## src/rtl/div_seq.sv

```systemverilog
// Iterative restoring divider for EX: one quotient bit per cycle, result WIDTH+1 cycles after start (1 for fast divide-by-zero).
// Backpressure: stall_req holds EX and earlier stages from the start cycle through the last iteration; flush abandons the operation.
module div_seq #(
  parameter int WIDTH     = 32,
  parameter bit FAST_ZERO = 1'b1,
  parameter int CNT_W     = $clog2(WIDTH + 1)
) (
  input  logic             clk,
  input  logic             rst,
  input  logic             op_div,
  input  logic             op_divu,
  input  logic [WIDTH-1:0] src_a,
  input  logic [WIDTH-1:0] src_b,
  input  logic             flush,
  output logic             stall_req,
  output logic             result_valid,
  output logic [WIDTH-1:0] lo,
  output logic [WIDTH-1:0] hi,
  output logic             div_by_zero
);

  typedef enum logic [1:0] {IDLE, BUSY, DONE} state_t;

  typedef struct packed {
    logic             sgn;
    logic             sign_q;
    logic             sign_r;
    logic             zero;
    logic [WIDTH-1:0] a_raw;
    logic [WIDTH-1:0] b_mag;
  } op_t;

  state_t           state_q, state_d;
  op_t              op_q;
  logic [WIDTH-1:0] rem_q;
  logic [WIDTH-1:0] quo_q;
  logic [CNT_W-1:0] cnt_q;
  logic             dbz_q;

  logic             start;
  logic             last;
  logic             zero_in;
  logic [WIDTH-1:0] a_mag;
  logic [WIDTH-1:0] b_mag;
  logic [WIDTH:0]   rem_sh;
  logic [WIDTH-1:0] rem_sub;
  logic             take;
  logic [WIDTH-1:0] rem_nxt;
  logic [WIDTH-1:0] quo_nxt;
  logic [WIDTH-1:0] q_fix;
  logic [WIDTH-1:0] r_fix;

  assign start   = (op_div | op_divu) & ~flush;
  assign last    = (cnt_q == CNT_W'(WIDTH - 1));
  assign zero_in = (src_b == '0);

  // op_div wins when both requests are raised, so it alone selects signed mode
  assign a_mag = (op_div & src_a[WIDTH-1]) ? -src_a : src_a;
  assign b_mag = (op_div & src_b[WIDTH-1]) ? -src_b : src_b;

  // quo_q starts as |a| and shifts dividend bits out of its top while quotient bits enter at the bottom
  assign rem_sh  = {rem_q, quo_q[WIDTH-1]};
  assign take    = (rem_sh >= {1'b0, op_q.b_mag});
  assign rem_sub = rem_sh[WIDTH-1:0] - op_q.b_mag;
  assign rem_nxt = take ? rem_sub : rem_sh[WIDTH-1:0];
  assign quo_nxt = {quo_q[WIDTH-2:0], take};

  assign q_fix = (op_q.sgn & op_q.sign_q) ? -quo_nxt : quo_nxt;
  assign r_fix = (op_q.sgn & op_q.sign_r) ? -rem_nxt : rem_nxt;

  always_ff @(posedge clk) begin
    if (rst) begin
      state_q <= IDLE;
    end else begin
      state_q <= state_d;
    end
  end

  always_comb begin
    state_d      = state_q;
    stall_req    = 1'b0;
    result_valid = 1'b0;
    case (state_q)
      IDLE: begin
        if (start) begin
          stall_req = 1'b1;
          state_d   = (zero_in && FAST_ZERO) ? DONE : BUSY;
        end
      end
      BUSY: begin
        stall_req = ~flush;
        if (last) state_d = DONE;
      end
      DONE: begin
        result_valid = ~flush;
        state_d      = IDLE;
      end
      default: state_d = IDLE;
    endcase
    if (flush) state_d = IDLE;
    if (rst) begin
      stall_req    = 1'b0;
      result_valid = 1'b0;
    end
  end

  assign div_by_zero = result_valid & dbz_q;

  always_ff @(posedge clk) begin
    if (rst) begin
      op_q  <= '0;
      rem_q <= '0;
      quo_q <= '0;
      cnt_q <= '0;
      hi    <= '0;
      lo    <= '0;
      dbz_q <= 1'b0;
    end else if (state_q == IDLE && start) begin
      op_q.sgn    <= op_div;
      op_q.sign_q <= src_a[WIDTH-1] ^ src_b[WIDTH-1];
      op_q.sign_r <= src_a[WIDTH-1];
      op_q.zero   <= zero_in;
      op_q.a_raw  <= src_a;
      op_q.b_mag  <= b_mag;
      rem_q       <= '0;
      quo_q       <= a_mag;
      cnt_q       <= '0;
      if (zero_in && FAST_ZERO) begin
        lo    <= '1;
        hi    <= src_a;
        dbz_q <= 1'b1;
      end
    end else if (state_q == BUSY && !flush) begin
      rem_q <= rem_nxt;
      quo_q <= quo_nxt;
      cnt_q <= cnt_q + 1'b1;
      if (last) begin
        dbz_q <= op_q.zero;
        if (op_q.zero) begin
          lo <= '1;
          hi <= op_q.a_raw;
        end else begin
          lo <= q_fix;
          hi <= r_fix;
        end
      end
    end
  end

endmodule

```

## config.mk

```make
export PLATFORM = sky130hd
export DESIGN_NAME = div_seq
export DESIGN_NICKNAME = d
export VERILOG_FILES = /design/src/rtl/div_seq.sv
export SDC_FILE = /design/constraint.sdc
export NUM_CORES = 1
export LEC_CHECK = 0
export CAP_MARGIN = 0
export CORE_AREA = 2 2 185 187
export CTS_BUF_LIST = sky130_fd_sc_hd__clkbuf_8
export DETAILED_ROUTE_END_ITERATION = 10
export DIE_AREA = 0 0 187 189
export DONT_BUFFER_PORTS = 1
export SETUP_SLACK_MARGIN = 0.15
export SLEW_MARGIN = 20
export SYNTH_ARGS = -nofsm -noshare
export SYNTH_HDL_FRONTEND = slang
export SYNTH_SLANG_ARGS = --single-unit
```

## constraint.sdc

```tcl
create_clock -name clk -period 11.9 [get_ports clk]
set_input_delay 1.785 -clock clk [delete_from_list [all_inputs] [get_ports clk]]
set_output_delay 1.785 -clock clk [all_outputs]
set_load 0.05 [all_outputs]
```

==> flow_summary.yaml <==
setup_path:
  required_ns: 10.12
  crit_start: "flush"
  timing.rr.end: "hi[24]$_SDFFE_PP0P_"
  worst_ep_arrival_time_ns: 3.79
  worstSetupPathType: "in2out"
  end_kind: "output pin"
  rr_startpoint: "op_q[27]$_SDFFE_PP0P_"
  crit_fanout: 95
  endpoint: "stall_req"
  reg2reg_setup_slack_ns: 6.34
  reg2regPathDepth: 17
  crit_path_start_kind: "input pin"
synthesis:
  synth_top_family_by_area: "compound AO/OA/AOI/OAI gates"
  ys_ff_latch: 204
  synth-compound-area-share_pct: 27.8
  synth_xor_area_share_pct: 8.19
  syn_nets: 1827
  synth-simple-area-share_pct: 21.9
  synth_common_cells: "nor2_1, dfxtp_1, nand2_1, a21oi_1, a211oi_1"
  netlist.area_leader.share_pct: 31.0
  async_flop_share_pct: 0
  synth_fa_ha_area_share_pct: 3.67
  synthCells: 1720
  avgSynthCellArea_um2: 7.65
  ys_warn_count: 0
  synth_area_leaders: "dfxtp_1, a21oi_1, nor2_1, nand2_1, a211oi_1"
  yosys.area.top_type: "dfxtp_1"
  synth_edf_count: 0
  syn-cell-area_um2: 13200
  seq_area_frac_synth_pct: 31.0
  ys.flop_type: "dfxtp_1"
  yosysMostFrequentCell: "nor2_1"
  synth.distinct_cells: 91
  synth_mux_area_share_pct: 2.23
layout:
  layout.nets: 1765
  nFillCells: 3417
  syn2layout_area_growth_pct: 7.34
  postLayoutCellArea_um2: 14100
  final_layout_size_suffix_gt1_share_pct: 6.52
  diodes: 0
drt:
  drtAntennaViolNets: 0
  drtPass1Iterations: 5
  viasPerCell: 5.96
  vias: 12700
  wl_per_cell_um: 21.0
  drc_errors: 0
  first_iter_violations: 1386
  wl_um: 44800
global_routing:
  grtUsageMet3_pct: 6.17
  grt_use_met2_pct: 37.0
  antenna_found_initial: 0
  busiest_layer: "met2"
  overflow: 0
  first_global_vias: 11900
  grt_pass1_wl_um: 69000
  grt_start_max_net_pins: 172
  use_met1_pct: 34.9
  grt_usage_pct: 24.7
floorplan:
  core.rowCount: 67
  die_w_um: 187
  die_area_um2: 35300
  die_y_um: 189
  core_um2: 33300
  initial_utilization_pct: 39.5
  io_pins: 136
power:
  p_per_area_nw_per_um2: 136
  total_power_w: 0.00191
  ir_worst_vdd_mv: 0.0762
  cellLeakagePower_nw: 5.08
sta:
  min_period_ns: 5.58
  timing.fmax_mhz: 179
  setup_tns_ns: 0
  setup-violations-final: 0
  layout_setup_ws_ns: 6.32
  hold_viol_final: 0
  maxSlewHeadroom_pct: 32.1
  post-route-period-util_pct: 46.9
  worst_slew_pin_slew_ns: 1.02
  rsz0062_at_grt: "no"
  fin_skew_ns: 0.0390
  drv_slew: 0
clock_tree:
  hold_buffers: 0
  root_buffer: "clkbuf_8"
  cts_setup_buffers: 0
  cts_resized: 0
  htreeDepth: 2
  clk_path_buf_depth: 3
  clock_sinks: 204
  cts_made_buffers: 39
  clkTransAtPathRegs_ns: 0.06
  clk_latency_ns: 0.58
  cts_tree: "done"
placement:
  hpwlAfterDp_um: 33400
  gp_congestion: 0.930
  port_buffers: 0
  dpl_worst_slack_ns: 5.96
  placed_cell_area_um2: 13400
min_path:
  holdCritPathClass: "reg2reg"
  holdPathStages: 2
job:
  cap_violations: 0
run_status:
  status: "complete, no violations"
worst min path at each step:
| stage | from | to | slack (ns) |
|---|---|---|---|
| 4_1_cts | op_q[55]$_SDFFE_PP0P_ | op_q[55]$_SDFFE_PP0P_ | 0.45 |
| 3_3_place_gp | op_q[38]$_SDFFE_PP0P_ | op_q[38]$_SDFFE_PP0P_ | 0.44 |
| 6_report | op_q[55]$_SDFFE_PP0P_ | op_q[55]$_SDFFE_PP0P_ | 0.45 |
| 2_1_floorplan | op_q[55]$_SDFFE_PP0P_ | op_q[55]$_SDFFE_PP0P_ | 0.43 |
| 5_1_grt | op_q[55]$_SDFFE_PP0P_ | op_q[55]$_SDFFE_PP0P_ | 0.46 |
| 3_5_place_dp | op_q[55]$_SDFFE_PP0P_ | op_q[55]$_SDFFE_PP0P_ | 0.44 |
placed cells by master (no fill, tap or decap), drive strengths merged, types with 17 or more instances in the layout:
cell type  netlist  layout
or3             18      18
xnor2           60      60
nand2          197     197
nor3            41      41
dfxtp          204     204
nand3           24      24
o211ai          23      23
o21ai           68      68
mux2i           27      27
ha              37      37
a21oi          180     180
clkbuf          85      46
nand4           22      22
nor4            17      17
xor2            63      63
a311oi          17      17
a22oi           31      31
a211oi          88      88
o31ai           19      19
nor2           213     213
inv             56      71
sequential cells by signal (all words and copies together) (netlist names):
| name | cells |
|---|---|
| lo | 32 |
| op_q | 67 |
| rem_q | 32 |
| quo_q | 32 |
| cnt_q | 6 |
| hi | 32 |
| dbz_q | 1 |
| state_q | 2 |
layout make-up:
class,count,area (um^2),share of cell area (%)
inverter,56,210,1.49
sequential,204,4080,28.9
multi-input combinational,1346,8430,59.7
clock inverter,24,123,0.868
tap,448,561,3.97
timing repair buffer,11,82.6,0.585
clock buffer,46,633,4.48
per-stage QoR:
step | cells | utilization [%] | hold slack (ns)
finish | 2135 | 42.4 | 0.451
global route | 2135 | 42.4 | 0.463
CTS | 2135 | 42.4 | 0.446
detailed placement | 2065 | 40.2 | 0.438
global placement | 2065 | 40.2 | 0.435
floorplan | 1720 | - | 0.431
cell families after synthesis:
kind of cell | after synthesis
flip-flops | 204
AND/OR/NAND/NOR | 617
adder cells (fa/ha/maj) | 38
multiplexers | 29
XOR/XNOR | 123
AO/OA/AOI/OAI | 539
buffers and inverters | 170
where the power goes:
group          switching [W]  internal, W  leakage (nW)  total, W
Combinational       0.000310     0.000166          2.97  0.000476
Clock               0.000326     0.000356         0.447  0.000682
Sequential         0.0000424     0.000713          1.66  0.000756
critical path: stages:
cell    delay (ns)
nor2_1        0.10
and2_2        0.15
buf_4         0.77
nor2_2        0.03
buf_4         0.27
nor3_2        0.67
per-layer routing:
layer  up-vias  part of all wire, %
li1       6147                    -
met5         -                    0
met4         0                  2.4
met3        68                  9.0
met1      6027                   46
met2       485                   42
No activity file was read; power rests on OpenSTA's default activity.
